===== src/rtl/pc_ctrl.sv =====
// Program-counter sequencing controller: fetch handshake with timeout, decode,
// branch resolution, retire counting, and absorbing HALT / ERROR states.
module pc_ctrl #(
    parameter int unsigned TIMEOUT = 15
) (
    input  logic        clk,
    input  logic        clr,
    input  logic        imem_ready,
    input  logic [1:0]  instr_class,
    input  logic        alu_valid,
    input  logic        alu_branch_result,
    input  logic        stall,
    output logic        imem_req,
    output logic        ir_load,
    output logic [1:0]  pc_inc,
    output logic [15:0] retired,
    output logic        halted,
    output logic        fetch_err
);

    typedef enum logic [2:0] {
        S_FETCH  = 3'd0,
        S_DECODE = 3'd1,
        S_BRANCH = 3'd2,
        S_HALT   = 3'd3,
        S_ERROR  = 3'd4
    } state_t;

    localparam logic [3:0] WAIT_LAST = 4'(TIMEOUT - 1);

    state_t      state_q, state_d;
    logic [3:0]  wait_q, wait_d;
    logic [15:0] retired_q, retired_d;
    logic        retire;
    logic        req, ld;
    logic [1:0]  pc_sel;

    always_comb begin
        state_d = state_q;
        wait_d  = wait_q;
        retire  = 1'b0;
        req     = 1'b0;
        ld      = 1'b0;
        pc_sel  = 2'b00;
        case (state_q)
            S_FETCH: begin
                req = 1'b1;
                if (imem_ready) begin
                    ld      = 1'b1;
                    wait_d  = 4'd0;
                    state_d = S_DECODE;
                end else if (wait_q == WAIT_LAST) begin
                    wait_d  = 4'd0;
                    state_d = S_ERROR;
                end else begin
                    wait_d = wait_q + 4'd1;
                end
            end
            S_DECODE: begin
                if (!stall) begin
                    case (instr_class)
                        2'b00: begin pc_sel = 2'b01; retire = 1'b1; state_d = S_FETCH; end
                        2'b10: begin pc_sel = 2'b11; retire = 1'b1; state_d = S_FETCH; end
                        2'b01: state_d = S_BRANCH;
                        default: begin retire = 1'b1; state_d = S_HALT; end
                    endcase
                end
            end
            S_BRANCH: begin
                // stall wins; the ALU keeps alu_valid up until we take it
                if (alu_valid && !stall) begin
                    pc_sel  = alu_branch_result ? 2'b10 : 2'b01;
                    retire  = 1'b1;
                    state_d = S_FETCH;
                end
            end
            S_HALT:  state_d = S_HALT;
            S_ERROR: state_d = S_ERROR;
            default: state_d = S_ERROR;
        endcase
    end

    assign retired_d = retired_q + {15'd0, retire};

    always_ff @(posedge clk or negedge clr) begin
        if (!clr) begin
            state_q   <= S_FETCH;
            wait_q    <= 4'd0;
            retired_q <= 16'h0000;
        end else begin
            state_q   <= state_d;
            wait_q    <= wait_d;
            retired_q <= retired_d;
        end
    end

    // Strobes are gated by clr so they drop the moment reset asserts,
    // even though the reset state itself is FETCH.
    assign imem_req  = req & clr;
    assign ir_load   = ld & clr;
    assign pc_inc    = clr ? pc_sel : 2'b00;
    assign retired   = retired_q;
    assign halted    = (state_q == S_HALT);
    assign fetch_err = (state_q == S_ERROR);

endmodule


===== config.mk =====
export PLATFORM = sky130hd
export DESIGN_NAME = pc_ctrl
export DESIGN_NICKNAME = d
export VERILOG_FILES = /design/src/rtl/pc_ctrl.sv
export SDC_FILE = /design/constraint.sdc
export NUM_CORES = 1
export LEC_CHECK = 0
export BUFFER_PORTS_ARGS = -buffer_cell sky130_fd_sc_hd__buf_2
export CAP_MARGIN = 20
export CORE_UTILIZATION = 38
export CTS_CLUSTER_DIAMETER = 40
export CTS_CLUSTER_SIZE = 24
export DETAILED_ROUTE_END_ITERATION = 10
export PLACE_DENSITY = 0.67
export SLEW_MARGIN = 20
export SYNTH_ARGS = -nofsm -noshare
export SYNTH_HDL_FRONTEND = slang
export SYNTH_SLANG_ARGS = --single-unit

===== constraint.sdc =====
create_clock -name clk -period 2.2 [get_ports clk]
set_input_delay 0.22 -clock clk [delete_from_list [all_inputs] [get_ports clk]]
set_output_delay 0.22 -clock clk [all_outputs]
set_load 0.005 [all_outputs]

======== Yosys cells after proc, flatten, opt, wreduce, memory -nomap -nowiden ========
Index checks and enable logic that the tools add are counted.
storage, ports and cells
  flip-flop bits (word level) ............. 23
  bits in latches ......................... 0
  bits in writable memories ............... 0
  ROM bits ................................ 0
  bits of input ports ..................... 8
  output and inout port bits .............. 22
  memories kept ........................... 0
cells by class
  $add $sub $neg .......................... 2
  multiply operators ...................... 0
  div/mod/pow operators ................... 0
  $lt $le $gt $ge ......................... 0
  equal/unequal tests ..................... 10
  shift-type cells ........................ 0
  multiplexer cells ....................... 21
  bitwise gates (word level) .............. 2
  reductions and logical operators ........ 6
operators with widths
  kind                                                  number
  adder 16 x 1 -> 16 bit                                1
  two-way mux 3 bit                                     4
  case mux 2 bit (2 select lines)                       3
  case mux 3 bit (4 select lines)                       1
  two-way mux 2 bit                                     4
  two-way mux 4 bit                                     2
  equality test 3 x 2 -> 1 bit (second input constant)  2
  two-way mux 1 bit                                     6
  adder 4 x 1 -> 4 bit (second input constant)          1
  equality test 4 bit (second input constant)           1
  inequality test 2 bit (second input constant)         2
  equality test 3 x 1 -> 1 bit (second input constant)  1
  equality test 3 bit (second input constant)           1
  zero test 3 bit                                       1
  inequality test 3 bit (second input constant)         1
  AND reduction 3 bit                                   1
  bitwise AND 1 bit                                     2
  equality test 2 x 1 -> 1 bit (second input constant)  1
  equality test 2 bit (second input constant)           1
  zero test 2 bit                                       1
  case mux 1 bit (2 select lines)                       1
  OR reduction 2 bit                                    1
  logical AND 1 bit                                     1
  zero test 1 bit                                       1

======== Depth between registers and ports, before layout ========
  depth in word-level cells ............... 5
  gate-level depth with buffers ........... 8
  depth with buffers taken out ............ 7

======== Worst setup path after synthesis ========
Ideal clock, no wire load.
  path type ............................... register -> register
  start ................................... reg state_q[2]
  end ..................................... reg retired_q[14] (netlist: retired[14])
  arrival time ............................ 2001 ps
  setup slack ............................. 120 ps
  cell stages (with the launch flop) ...... 9
  cell sequence ........................... dfrtp_1 > clkbuf_1 > nor4b_2 > a22o_1 > ha_1 > ha_1 > nand2_1 > nor4_2 > xor2_1
between the ends
  word-level cells in the longest chain between the ends .. 3
  elaborated cells between the ends (all ways) .. 4
  those cells by class .................... add/sub (1); eq/ne (2); mux (1)
RTL lines
  element                                                                       RTL line  source
  start: declaration                                                            31        state_t state_q, state_d;
  start signal: assignment                                                      91        state_q <= state_d;
  equality test 3 x 2 -> 1 bit or equality test 3 x 1 -> 1 bit (tied branches)  45        case (state_q)
  case mux 1 bit (2 select lines) *                                             45
  adder 16 x 1 -> 16 bit *                                                      83        assign retired_d = retired_q + {15'd0, retire};
  net retired_d[14]                                                             33        logic [15:0] retired_q, retired_d;
  end signal: assignment                                                        93        retired_q <= retired_d;
  end: declaration                                                              33
Mark *: on every way through the listed nets, which the timed path passes. The rest lies on a longest branch.
A chain may end at the register's enable or synchronous reset.

======== Final worst setup path ========
  start ................................... reg state_q[2]
  end ..................................... reg retired_q[12] (netlist: retired[12])
The elaborated chain is that of the path after synthesis.

==> summary.txt <==
Status = finished, final reports clean
GRT Residual Overflow = 0
# H-tree levels = 1
RSZ-0062 raised after global routing = false
Crit path kind = register to register
Post-synthesis cell count = 115
Number of I/O pins = 30
Layout cell share with drive strength beyond 1 = 0.336
Unique masters post-synth = 38
Mean Syn Cell Area = 10.7 um^2
Crit-path max FO = 5
Worst skew pair latency = 0.31 ns
Multi-input logic area = 637 um^2
GRT Resource Usage Total = 0.144
Seq/Total Area, Yosys = 0.468
Most frequent cells in the layout = buf_2 (29), dfrtp_1 (22), xor2_1 (11)
Leak pwr = 0.781 nW
Core ar. = 3050 um^2
Initial antenna violation count = 0
CP Capture Point = retired[12]$_DFF_PN0_
Final design utilization = 0.498
Setup TNS = 0 ns
Reg2Reg Depth = 7
Port Buffers = 29
Dominant synthesized flop cell = dfrtp_1
Die width = 58.9 um
Post-DR vias/cell = 5.03
Initial drt markers = 46
CTS root buffer = clkbuf_4
Antenna Cells = 0
Post-synth top area cell = dfrtp_1
Hpwl dp = 1730 um
Die area = 3460 um^2
Worst Path Arrival = 2.27 ns
Yosys Warn Count = 0
Fin crit share = 0.920
Actual slew at the worst max-slew pin = 0.292 ns
Fmax = 0.494 GHz
Syn Std Cell Area = 1230 um^2
Setup crit end kind = register
TritonCTS clock tree = yes
Finish-stage setup viols = 0
WP data required = 2.45 ns
Hold Crit Class = input port to register
Clock sinks = 23
Largest net degree at the start of global routing = 17
Commonest non-fill, non-tap cell in the layout = buf_2
Worst setup path start = state_q[2]$_DFFE_PN0P_
FP Rows = 20
Setup crit start kind = register
Initial Utilization = 0.402
Number of synthesized flops with an enable pin = 0
Hold path startpoint = imem_ready
Reg-to-Reg End = retired[12]$_DFF_PN0_
Yosys reg bits = 23
Final layout net count = 165
Main area contributors after synthesis = dfrtp_1 (47%), xor2_1 (7.8%), ha_1 (4.1%), nor4_2 (4.1%), xnor2_1 (2.9%)
Drt first pass iters = 4
Clock transition at path regs = 0.13 ns
Setup Skew = 0.00481 ns
CTS buffer count = 3
Ys async rst share = 1.00
WHS = 0.142 ns
Reg2reg start = state_q[2]$_DFFE_PN0P_
Syn_nets = 127
Fin. max-slew vios = 0
Max cap viols = 0
Post-synth top area share = 0.468
Routed WL per cell = 12.1 um
Gp weighted congestion = 0.866
First-pass GRT wire length = 3800 um
Power per cell area = 602 nW/um^2
FF/Latch Area = 577 um^2
R2R setup slack = 0.18 ns
Final wirelength = 2380 um
Worst vdd ir = 0.000335 V
Rel. slew slack = 0.805
Hold Violations, Final = 0
Area growth, synth to finish = 23.6%
Fill count = 295
CTS Buffer Depth = 2
Antenna-violating nets left = 0
Total number of vias = 985
Min cycle time layout = 2.02 ns
Die height = 58.9 um
Drt drc = 0
Vias in the first global route = 867
cells in the mapped netlist (all sizes together) (2+ instances only):
library cell and instances:
nor2 6, ha 4, o21ai 5, nand4 4, buf 2, nor4 5
nor3b 2, xor2 11, and3 2, a21oi 3, nand3 7, nor4b 3
dfrtp 23, nand2 7, inv 6, or3 2, nor3 5, xnor2 4
layout make-up:
cell class / instances / share of cell area
clock inverter: 1 / 0.00329
sequential: 23 / 0.380
timing repair buffer: 36 / 0.132
clock buffer: 3 / 0.0148
inverter: 6 / 0.0148
multi-input combinational: 83 / 0.419
tap: 44 / 0.0362
routing by layer:
metal  vias to the layer above  wire length [um]  global-route usage
met4                         0                 8              0.0374
met5                         -                 0                   0
met2                        33              1080               0.227
met1                       469              1160               0.193
met3                         2               128              0.0418
li1                        481                 -                   -
worst min-delay path by stage:
stage | to | slack, ns | cells past startpoint
after CTS | state_q[2]$_DFFE_PN0P_ | 0.13 | 2
after floorplan | retired[0]$_DFF_PN0_ | -0.08 | 0
after global routing | state_q[2]$_DFFE_PN0P_ | 0.13 | 2
final | state_q[2]$_DFFE_PN0P_ | 0.14 | 2
after detailed placement | wait_q[0]$_DFFE_PN0N_ | 0.09 | 1
after global placement | wait_q[0]$_DFFE_PN0N_ | 0.09 | 1
registers in the layout (all words and copies together), names as in the netlist:
register / count
wait_q: 4
retired: 16
state_q: 3
critical path, cell delays in order, from the launching register on:
cell	delay [ns]
dfrtp_2	0.47
nor4b_4	0.31
a22o_1	0.18
ha_1	0.18
ha_1	0.23
nand2_2	0.12
nor4_2	0.31
xor2_1	0.17
power by group:
part           internal (mW)  switching, mW
Combinational         0.0903         0.0862
Clock                 0.0680          0.129
Sequential             0.477         0.0647
metrics by stage:
stage	cell area (um^2)	worst slack [ns]	cells	total power, mW
4_1_cts	1490	0.0709	195	0.927
2_1_floorplan	1230	0.120	115	0.634
6_report	1520	0.177	196	0.915
3_5_place_dp	1450	0.0969	190	0.723
5_1_grt	1520	0.00535	196	0.975
3_3_place_gp	1450	0.178	190	0.715
cells by family after synthesis:
kind of cell             after synthesis  share of synthesized area
adder cells (fa/ha/maj)                4                     0.0407
multiplexers                           1                    0.00815
AND/OR/NAND/NOR                       47                      0.261
XOR/XNOR                              15                      0.107
buffers and inverters                  9                     0.0295
flip-flops                            23                      0.468
AO/OA/AOI/OAI                         16                     0.0855
what timing repair did:
| item | 4_1_cts | 5_1_grt |
|---|---|---|
| resized for setup | 0 | 4 |
| setup buffers | 0 | 1 |
| hold buffers | 1 | 0 |
| hold endpoints to repair | 7 | 0 |
| setup endpoints to repair | 0 | 4 |
Note: power is estimated with default switching activity, not from simulation.
